[config.mk]
export PLATFORM = sky130hd
export DESIGN_NAME = mem_port_arbiter
export DESIGN_NICKNAME = d
export VERILOG_FILES = /design/src/rtl/mem_port_arbiter_pkg.sv /design/src/rtl/mem_port_arbiter_lat_counter.sv /design/src/rtl/mem_port_arbiter.sv
export SDC_FILE = /design/constraint.sdc
export NUM_CORES = 1
export LEC_CHECK = 0
export BUFFER_PORTS_ARGS = -buffer_cell sky130_fd_sc_hd__buf_2
export CORE_UTILIZATION = 27
export DETAILED_ROUTE_END_ITERATION = 10
export PLACE_DENSITY_LB_ADDON = 0.1
export SYNTH_ARGS = -nofsm -noshare
export SYNTH_HDL_FRONTEND = slang
export SYNTH_SLANG_ARGS = --single-unit
[constraint.sdc]
create_clock -name clk -period 1.9 [get_ports clk]
set_input_delay 0.38 -clock clk [delete_from_list [all_inputs] [get_ports clk]]
set_output_delay 0.38 -clock clk [all_outputs]
set_load 0.05 [all_outputs]
[src/rtl/mem_port_arbiter_pkg.sv]
// Shared types for the memory port arbiter: FSM encodings, grant IDs,
// default latency and the arbitration decision helper.
package mem_port_arbiter_pkg;

  typedef enum logic [1:0] {
    ST_IDLE   = 2'b00,
    ST_BUSY_D = 2'b01,
    ST_BUSY_F = 2'b10
  } arb_state_e;

  typedef enum logic {
    GNT_DATA  = 1'b0,
    GNT_FETCH = 1'b1
  } gnt_e;

  localparam int DEFAULT_LATENCY = 4;
  localparam int CNT_W           = 4;

  // Pick the next owner. When both are pending, the side that did not win
  // last time gets the port so neither requester can starve. Until the very
  // first grant after reset, data wins a tie.
  function automatic gnt_e pick_grant(input logic f_pend,
                                      input logic d_pend,
                                      input gnt_e last,
                                      input logic granted_before);
    gnt_e sel;
    if (f_pend && d_pend) begin
      if (!granted_before) sel = GNT_DATA;
      else                 sel = (last == GNT_DATA) ? GNT_FETCH : GNT_DATA;
    end else if (f_pend) begin
      sel = GNT_FETCH;
    end else begin
      sel = GNT_DATA;
    end
    return sel;
  endfunction

endpackage

[src/rtl/mem_port_arbiter_lat_counter.sv]
// Loadable down-counter that times the fixed memory latency. Loaded at the
// grant edge, counts down while an access is in flight, holds 0 when idle.
// done is high in the last in-flight cycle before the data arrives.
module mem_port_arbiter_lat_counter #(
  parameter int W = 4
) (
  input  logic         clk,
  input  logic         rst,
  input  logic         load,
  input  logic [W-1:0] load_val,
  input  logic         busy,
  output logic         done
);

  logic [W-1:0] count_q;
  logic [W-1:0] count_d;

  // Next count: load wins, then decrement while busy, never wraps below 0.
  always_comb begin
    count_d = count_q;
    if (load) begin
      count_d = load_val;
    end else if (!busy) begin
      count_d = '0;
    end else if (count_q != '0) begin
      count_d = count_q - W'(1);
    end
  end

  // Counter register.
  always_ff @(posedge clk or posedge rst) begin
    if (rst) count_q <= '0;
    else     count_q <= count_d;
  end

  assign done = busy && (count_q == W'(1));

endmodule

[src/rtl/mem_port_arbiter.sv]
// Shares one single-ported, fixed-latency memory between instruction fetch
// and MEM-stage data accesses. One access is in flight at a time; the owner
// gets a one-cycle valid pulse in the completion cycle, with read data passed
// straight through from the memory.
//
// Handshake: a requester holds its req level until it sees its valid pulse.
// Dropping req mid-access is a flush: the access still runs to completion in
// the memory, but no valid is returned. Address/write data are captured at
// the grant edge; later changes on the inputs are ignored for that access.
module mem_port_arbiter
  import mem_port_arbiter_pkg::*;
#(
  parameter int LATENCY = DEFAULT_LATENCY,
  parameter int AW      = 16,
  parameter int DW      = 16
) (
  input  logic          clk,
  input  logic          rst,
  input  logic          if_req,
  input  logic [AW-1:0] if_addr,
  input  logic          dm_rd,
  input  logic          dm_wr,
  input  logic [AW-1:0] dm_addr,
  input  logic [DW-1:0] dm_wdata,
  input  logic [DW-1:0] mem_rdata,
  output logic          mem_en,
  output logic          mem_wr,
  output logic [AW-1:0] mem_addr,
  output logic [DW-1:0] mem_wdata,
  output logic          if_valid,
  output logic [DW-1:0] if_rdata,
  output logic          dm_valid,
  output logic [DW-1:0] dm_rdata,
  output logic          fetch_stall,
  output logic          mem_stall,
  output logic [1:0]    dbg_state
);

  localparam logic [CNT_W-1:0] LAT_LOAD = CNT_W'(LATENCY);

  arb_state_e    state_q, state_d;
  logic          cmpl_q, cmpl_d;          // current cycle is the completion cycle
  gnt_e          last_grant_q, last_grant_d;
  logic          granted_q, granted_d;    // at least one grant since reset
  logic          mem_en_q, mem_en_d;
  logic          mem_wr_q, mem_wr_d;
  logic          acc_wr_q, acc_wr_d;      // in-flight access is a write
  logic [AW-1:0] mem_addr_q, mem_addr_d;
  logic [DW-1:0] mem_wdata_q, mem_wdata_d;

  logic busy;
  logic can_grant;
  logic f_pend;
  logic d_pend;
  logic grant_fire;
  gnt_e gnt_sel;
  logic cnt_done;
  logic dm_any;

  assign dm_any = dm_rd || dm_wr;

  mem_port_arbiter_lat_counter #(
    .W(CNT_W)
  ) u_lat_counter (
    .clk     (clk),
    .rst     (rst),
    .load    (grant_fire),
    .load_val(LAT_LOAD),
    .busy    (busy),
    .done    (cnt_done)
  );

  // Arbitration and next-state computation. In the completion cycle the
  // owner's own req still refers to the access being finished, so it is
  // masked out; the other requester can be granted with no idle bubble.
  always_comb begin
    busy       = (state_q != ST_IDLE);
    can_grant  = !busy || cmpl_q;
    f_pend     = if_req && !(cmpl_q && (state_q == ST_BUSY_F));
    d_pend     = dm_any && !(cmpl_q && (state_q == ST_BUSY_D));
    grant_fire = can_grant && (f_pend || d_pend);
    gnt_sel    = pick_grant(f_pend, d_pend, last_grant_q, granted_q);

    state_d      = state_q;
    cmpl_d       = cnt_done;
    last_grant_d = last_grant_q;
    granted_d    = granted_q;
    mem_en_d     = 1'b0;
    mem_wr_d     = 1'b0;
    acc_wr_d     = acc_wr_q;
    mem_addr_d   = mem_addr_q;
    mem_wdata_d  = mem_wdata_q;

    if (grant_fire) begin
      granted_d    = 1'b1;
      last_grant_d = gnt_sel;
      mem_en_d     = 1'b1;
      if (gnt_sel == GNT_FETCH) begin
        state_d     = ST_BUSY_F;
        acc_wr_d    = 1'b0;
        mem_addr_d  = if_addr;
        mem_wdata_d = '0;
      end else begin
        // rd and wr together is treated as a write.
        state_d     = ST_BUSY_D;
        acc_wr_d    = dm_wr;
        mem_wr_d    = dm_wr;
        mem_addr_d  = dm_addr;
        mem_wdata_d = dm_wr ? dm_wdata : '0;
      end
    end else if (cmpl_q) begin
      state_d  = ST_IDLE;
      acc_wr_d = 1'b0;
    end
  end

  // FSM and registered memory-side outputs; reset drops any access in flight.
  always_ff @(posedge clk or posedge rst) begin
    if (rst) begin
      state_q      <= ST_IDLE;
      cmpl_q       <= 1'b0;
      last_grant_q <= GNT_DATA;
      granted_q    <= 1'b0;
      mem_en_q     <= 1'b0;
      mem_wr_q     <= 1'b0;
      acc_wr_q     <= 1'b0;
      mem_addr_q   <= '0;
      mem_wdata_q  <= '0;
    end else begin
      state_q      <= state_d;
      cmpl_q       <= cmpl_d;
      last_grant_q <= last_grant_d;
      granted_q    <= granted_d;
      mem_en_q     <= mem_en_d;
      mem_wr_q     <= mem_wr_d;
      acc_wr_q     <= acc_wr_d;
      mem_addr_q   <= mem_addr_d;
      mem_wdata_q  <= mem_wdata_d;
    end
  end

  // Completion pulses and read-data passthrough, suppressed after a flush.
  always_comb begin
    if_valid = cmpl_q && (state_q == ST_BUSY_F) && if_req;
    dm_valid = cmpl_q && (state_q == ST_BUSY_D) && dm_any;
    if_rdata = if_valid ? mem_rdata : '0;
    dm_rdata = (dm_valid && !acc_wr_q) ? mem_rdata : '0;
  end

  assign mem_en      = mem_en_q;
  assign mem_wr      = mem_wr_q;
  assign mem_addr    = mem_addr_q;
  assign mem_wdata   = mem_wdata_q;
  assign fetch_stall = if_req && !if_valid;
  assign mem_stall   = dm_any && !dm_valid;
  assign dbg_state   = state_q;

endmodule

Word-level counts from Yosys, hierarchy flattened
Cells that the tools add are included.
Widths: inputs -> output; s select.
Storage, ports and cells
  logic and storage cells: 59
  bits in registers: 44
  output and inout bits: 72
Operators by class
  add/subtract/negate cells: 1
  reductions and logical operators: 24
  eq/ne operators: 4
  mux-type cells: 20
Operators with widths (number)
  $mux 16: 5
  $logic_and 1x1->1: 12
  $mux 4: 3
  $mux 1: 9
  $logic_not 1->1: 6
  $mux 2: 3
  $eq 4x1->1 const B: 1
  $reduce_bool 2->1: 2
  $reduce_bool 4->1: 1
  $sub 4x1->4 const B: 1
  $logic_or 1x1->1: 3
  $ne 3x3->1 const B: 1
  $eq 2x1->1 const B: 1
  $eq 2x2->1 const B: 1

Longest topological paths before layout
Gate-level depths: netlist of run 1.
  depth after elaboration: 8
  mapped depth: 6
  depth with buffers taken out: 6

By module
A second synthesis of run 1 with hierarchy kept.
Unflattened totals
  cell total of the unflattened synthesis: 192
  area total of the unflattened synthesis: 2174.6 sq um
Modules (own cells, without submodules)
  mem_port_arbiter: instances 1, cells each 164, seq. area each 1001.0 sq um, area each 1903.1 sq um
  mem_port_arbiter_lat_counter: instances 1, cells each 28, seq. area each 100.1 sq um, area each 271.5 sq um

Least setup slack after synthesis of run 1
OpenSTA, ideal clock, no wires.
  kind: reg2out
  start: register state_q[1], in the netlist dbg_state[1]
  end: output if_rdata[10]
  slack: -0.706 ns
  path buffers: 2
  stages on the path, launching flop included: 7
  required time: 1.520 ns
  arrival: 2.226 ns
  path through: dfrtp_1 -> nand2_1 -> or2_1 -> buf_2 -> nor2_2 -> buf_2 -> and2_1
On the way
  cells in the longest elaborated chain, start to end: 4
RTL lines
  start, declared: line mem_port_arbiter.sv:41  | arb_state_e state_q, state_d;
  start signal, assigned: line mem_port_arbiter.sv:130  | state_q <= state_d;
  $eq 2x2->1: line mem_port_arbiter.sv:144  | if_valid = cmpl_q && (state_q == ST_BUSY_F) && if_req;
  $logic_and 1x1->1 (2 in a row): line mem_port_arbiter.sv:144
  via if_valid: line mem_port_arbiter.sv:30  | output logic if_valid,
  $mux 16: line mem_port_arbiter.sv:146  | if_rdata = if_valid ? mem_rdata : '0;
  end, declared: line mem_port_arbiter.sv:31  | output logic [DW-1:0] if_rdata,
The timed path passes the listed nets, and every way through them passes these cells.

Final worst setup path of run 1
  start: register state_q[0], in the netlist dbg_state[0]
  end: output if_rdata[4]
On the way
  cells in the longest elaborated chain, start to end: 4
RTL lines (line)
  $eq 2x2->1: mem_port_arbiter.sv:144
  $logic_and 1x1->1 (2 in a row): mem_port_arbiter.sv:144
  $mux 16: mem_port_arbiter.sv:146
No other way between the ends.

==> flow_summary.yaml, run 1 <==
drt:
  drt-pass1-iter-count: 4
  wl_per_cell_um: 13.73
  first_iter_violations: 30
  wirelength_um: 6043
  viasPerCell: 4.543
  via_count: 1999
  antenna_left: 0
  drc: 0
placement:
  gp_congestion: 0.7059
  place_inst: 427
  io_buffer_count: 140
  post-place-ws_ns: -0.03069
  dpl.hpwl_um: 3957
status:
  violations: "setup timing"
  status: "finished with violations"
setup_path:
  worst_setup_path_start_kind: "flop"
  worstPathRequired_ns: 1.52
  end_kind: "output pin"
  reg2reg_slack_ns: 0.09
  arrival_ns: 1.56
  reg2reg_depth: 5
  r2r_end: "mem_wdata[0]"
  path_max_fanout: 17
  path_class: "reg2out"
  r2r_start: "dbg_state[1]"
cts:
  cts_buffers: 5
  cts_tree: "built"
  clkTransAtPathRegs_ns: 0.08
  clockBufferDepth: 2
  cts.sinks: 44
  cts_hold_buf: 0
  cts-root-buf: "clkbuf_8"
  h-tree-depth: 2
  clkLatencyLatePin_ns: 0.29
yosys:
  ys.warnings.count: 0
  synth-edff-count: 0
  synth.avg_cell_area_um2: 11.46
  synth_cells: 187
  syn-cell-area_um2: 2143
  postSynthNetCount: 258
  synth_seq_area_share_pct: 51.37
  synthArstFlopShare_pct: 100.0
  ys.flop_type: "dfrtp_1"
  yosys.cell_types.count: 34
  ys_ff_latch: 44
cells_and_area:
  nFillCells: 733
  instances_no_fill: 440
  area_delta_synth_final_pct: 65.50
  diodes: 0
  drive_gt1_share_pct: 62.43
  layout.nets: 409
sta:
  rsz0062_at_grt: "yes"
  hold_violations: 0
  max-slew-margin-rel_pct: 58.65
  layout_min_cycle_time_ns: 1.944
  drv_slew: 0
  worst_pin_slew_ns: 0.6155
  skew_ns: 0.007445
  fin_ws_ns: -0.04380
  fmax_mhz: 514.5
  period_share_pct: 102.3
  setup_viol: 21
die:
  rows: 32
  dieHeight_um: 91.10
  fp.dieW_um: 91.10
  die_area_um2: 8298
  start_util_pct: 27.88
  core_area_um2: 7687
  io_pins: 141
grt:
  grt_max_degree: 31
  grt_pass1_wl_um: 9273
  grt_overflow: 0
  antenna_found_initial: 0
  grt_pass1_vias: 1937
  grt_use_total_pct: 13.85
pwr:
  p_sw_share_pct: 48.23
  powerDensity_nw_per_um2: 1726
  leakage_uw: 0.001810
  pwr-share-clk_pct: 13.5
  internal-power_uw: 3169
  p_seq_share_pct: 26.5
  p_comb_share_pct: 60.0
  switchingPower_uw: 2953
  ir_drop_v: 0.0009852
min_path:
  hold_path.class: "in2async"
job:
  maxCapViolations: 0
worst max-delay path, stage by stage (launching register included):
cell and delay (ns):
dfrtp_2 0.44, or2_4 0.27, nor2_4 0.12, buf_12 0.14, and2_2 0.15, buf_6 0.15
worst max-delay path by stage:
| stage | startpoint | to | slack [ns] | cells after the start |
|---|---|---|---|---|
| 2_1_floorplan | dbg_state[1] | if_rdata[10] | -0.06 | 6 |
| 3_3_place_gp | dm_rd | mem_addr[15] | -0.04 | 6 |
| 3_5_place_dp | dm_rd | mem_addr[9] | -0.03 | 6 |
| 4_1_cts | dbg_state[1] | if_rdata[2] | -0.06 | 6 |
| 5_1_grt | dbg_state[1] | if_rdata[5] | -0.13 | 6 |
| 6_report | dbg_state[0] | if_rdata[4] | -0.04 | 5 |
per-stage QoR:
step                utilization, %  power (uW)  hold slack [ns]  area [um2]  setup TNS [ns]
floorplan                        -        4403           0.4258        2243         -0.5274
detailed placement           39.81        5127           0.4069        3060         -0.3531
global placement             39.81        5127           0.4123        3060         -0.6198
CTS                          45.70        6116          0.08040        3513         -0.9418
global route                 46.14        6495          0.09716        3547          -2.717
finish                       46.14        6122          0.07270        3547         -0.5080
timing repair:
item	in CTS	in global routing
cloned	0	1
setup endpoints to repair	34	56
pin swaps	1	0
endpoints found under the hold margin	0	0
setup buffers	5	0
gates resized for setup	84	5
cell type report:
cell class / count / area (um2) / area share (%)
Tap cell: 102 / 127.6 / 3.598
Sequential cell: 44 / 1104 / 31.11
Clock buffer: 5 / 68.82 / 1.940
Timing Repair Buffer: 153 / 1126 / 31.75
Inverter: 7 / 26.28 / 0.7407
Multi-Input combinational cell: 127 / 1035 / 29.17
Clock inverter: 2 / 60.06 / 1.693
cells in the mapped netlist (4+ instances only):
cell type | n | area (um2)
nor3_1 | 4 | 20.02
nand2_1 | 6 | 22.52
a22o_1 | 8 | 70.07
dfrtp_1 | 44 | 1101
nor2_1 | 7 | 26.28
a221o_1 | 16 | 160.2
a22o_2 | 9 | 90.09
buf_6 | 6 | 67.56
and2_1 | 40 | 250.2
inv_1 | 7 | 26.28
and2_0 | 9 | 56.30
flip-flops by register name (all words and copies together), names as in the netlist:
register	cells
cmpl_q	1
mem_wr	1
dbg_state	2
u_lat_counter.count_q	4
mem_addr	16
last_grant_q	1
acc_wr_q	1
mem_wdata	16
granted_q	1
mem_en	1
cell families after synthesis:
logic type	after synthesis	synth area share, %
AOI/OAI and AO/OA	43	20.02
and+or+nand+nor	80	21.78
adders and majority gates	2	1.167
buffers and inverters	17	5.254
DFF	44	51.37
xor gates and xnor gates	1	0.4087
metal layers:
metal / track usage, % / routed length [um] / vias to the layer above
met4: 4.233 / 61 / 0
met1: 16.95 / 2720 / 928
met2: 23.42 / 2736 / 103
met5: 0 / 0 / -
li1: - / - / 962
met3: 4.104 / 525 / 6
power groups by stage:
stage	clock [uW]	sequential (uW)	combinational, uW
2_1_floorplan	0	2910	1500
3_3_place_gp	0	1670	3460
3_5_place_dp	0	1640	3480
4_1_cts	861	1630	3630
5_1_grt	889	1690	3920
6_report	825	1620	3670
layout by cell type (no fill, tap or decap), drive strengths merged:
master	instances
or3	1
nand2b	3
xnor2	1
clkbuf	5
a22o	17
a21boi	1
inv	7
nor2	9
o22ai	1
nand3b	2
nor3	4
bufinv	2
a211oi	1
and2	49
or2	2
buf	153
a221o	16
o221a	2
and3	1
a21oi	2
a31o	1
ha	2
nor2b	1
o21ai	1
a21o	2
nand2	6
nor4	1
dfrtp	44
nand3	1
(Power assumes the default switching activity.)
==> run 2: changes to the inputs <==
--- a/config.mk
+++ b/config.mk
@@ -6,6 +6,7 @@
 export NUM_CORES = 1
 export LEC_CHECK = 0
 export BUFFER_PORTS_ARGS = -buffer_cell sky130_fd_sc_hd__buf_2
+export CORE_ASPECT_RATIO = 1.75
 export CORE_UTILIZATION = 27
 export DETAILED_ROUTE_END_ITERATION = 10
 export PLACE_DENSITY_LB_ADDON = 0.1
==> run 2 against run 1 <==
Against the previous run:
- critical endpoint unchanged
- largest cell class is now flip-flops and latches
- global-route usage increased by 1.9 points
- worst hold slack improved by 0.031 ns
- the run still ends with setup timing left
- design area shrank 1.7%
==> flow_summary.yaml, run 2 (synthesis results as in run 1) <==
status:
  status: "finished with violations"
  violations: "setup timing"
setup_path:
  arrival_ns: 1.57
  worstPathRequired_ns: 1.52
  path_max_fanout: 17
  r2r_end: "mem_wdata[2]"
  reg2reg_depth: 4
  worst_setup_path_start_kind: "flop"
  r2r_start: "dbg_state[1]"
  reg2reg_slack_ns: 0.16
  path_class: "reg2out"
  end_kind: "output pin"
cells_and_area:
  nFillCells: 720
  layout.nets: 408
  drive_gt1_share_pct: 61.83
  final_common_cell: "buf_2"
  diodes: 0
  area_delta_synth_final_pct: 62.76
  fin_area_um2: 3488
  finish.utilization_pct: 45.78
  layout_common_cells: "buf_2, dfrtp_1, buf_6"
grt:
  antenna_found_initial: 0
  grt_use_total_pct: 15.76
  grt_max_degree: 33
  grt_overflow: 0
  grt_pass1_vias: 2103
  grt_pass1_wl_um: 10320
placement:
  io_buffer_count: 140
  placed_cell_area_um2: 3043
  gp_congestion: 0.7131
  dpl.hpwl_um: 4488
drt:
  first_iter_violations: 93
  wl_per_cell_um: 14.70
  drc: 0
  drt-pass1-iter-count: 6
  wirelength_um: 6261
  via_count: 2023
  antenna_left: 0
  viasPerCell: 4.749
sta:
  setup_viol: 26
  fmax_mhz: 512.8
  worst_pin_slew_ns: 0.6114
  layout_min_cycle_time_ns: 1.950
  skew_ns: 0.004029
  fin_ws_ns: -0.05009
  rsz0062_at_grt: "yes"
  drv_slew: 0
  max-slew-margin-rel_pct: 59.24
  hold_violations: 0
  period_share_pct: 102.6
cts:
  clkLatencyLatePin_ns: 0.28
  clockBufferDepth: 2
  cts.sinks: 44
  cts_hold_buf: 0
  cts_tree: "built"
  h-tree-depth: 2
  cts-root-buf: "clkbuf_16"
  cts_buffers: 5
  clkTransAtPathRegs_ns: 0.06
pwr:
  leakage_uw: 0.001799
  powerDensity_nw_per_um2: 1739
  ir_drop_v: 0.0008856
die:
  io_pins: 141
  dieHeight_um: 119.9
  die_area_um2: 8313
  fp.dieW_um: 69.35
  rows: 42
  start_util_pct: 28.13
  core_area_um2: 7620
min_path:
  hold_path.class: "in2async"
job:
  maxCapViolations: 0
[run 2: cell type report]
| type | instances | area [um2] | share of cell area, % |
|---|---|---|---|
| multi-input combinational | 126 | 1016 | 29.12 |
| tap | 88 | 110.1 | 3.156 |
| inverter | 7 | 26.28 | 0.7532 |
| timing repair buffer | 153 | 1095 | 31.38 |
| clock buffer | 7 | 132.6 | 3.802 |
| sequential | 44 | 1104 | 31.64 |
| clock inverter | 1 | 5.005 | 0.1435 |
[run 2: stage by stage]
stage	std cells	TNS, ns	hold WS (ns)	total power [uW]	worst slack (ns)
floorplan	187	-0.5274	0.4258	4403	-0.05996
global placement	413	-0.7805	0.4183	5131	-0.05004
detailed placement	413	-1.654	0.4211	5166	-0.1072
CTS	423	-1.542	0.1160	6108	-0.07421
global route	426	-3.460	0.1449	6460	-0.1308
finish	426	-0.6700	0.1039	6066	-0.05009
[run 2: per-layer routing]
metal  routed length, um  global-route usage, %
met1                2306                  17.60
met2                3400                  28.22
met3                 469                  4.114
met4                  85                  5.995
met5                   0                      0
[run 2: critical path, cell delays in order (launching register included)]
cell and delay (ns):
dfrtp_1 0.41, nand2_2 0.07, or2_4 0.24, nor2_4 0.12, buf_12 0.14, and2_2 0.15, buf_6 0.15
[run 2: what timing repair did]
action	in CTS	in global routing
gates resized for setup	77	4
cloned	0	0
pin swaps	1	0
endpoints found under the setup margin	34	34
buffers inserted	2	3
[run 2: power by group]
group / switching, uW / total (uW) / internal [uW]
combinational: 2380 / 3610 / 1230
clock: 332 / 817 / 486
sequential: 252 / 1640 / 1390
[run 2: worst max-delay path by stage]
stage,depth (start not counted),from,end,slack (ns)
final,6,cmpl_q,if_rdata[4],-0.05
after global routing,6,cmpl_q,if_rdata[4],-0.13
after CTS,6,cmpl_q,if_rdata[1],-0.07
after detailed placement,6,dm_rd,mem_addr[5],-0.11
after global placement,6,dm_rd,mem_addr[4],-0.05
after floorplan,6,dbg_state[1],if_rdata[10],-0.06
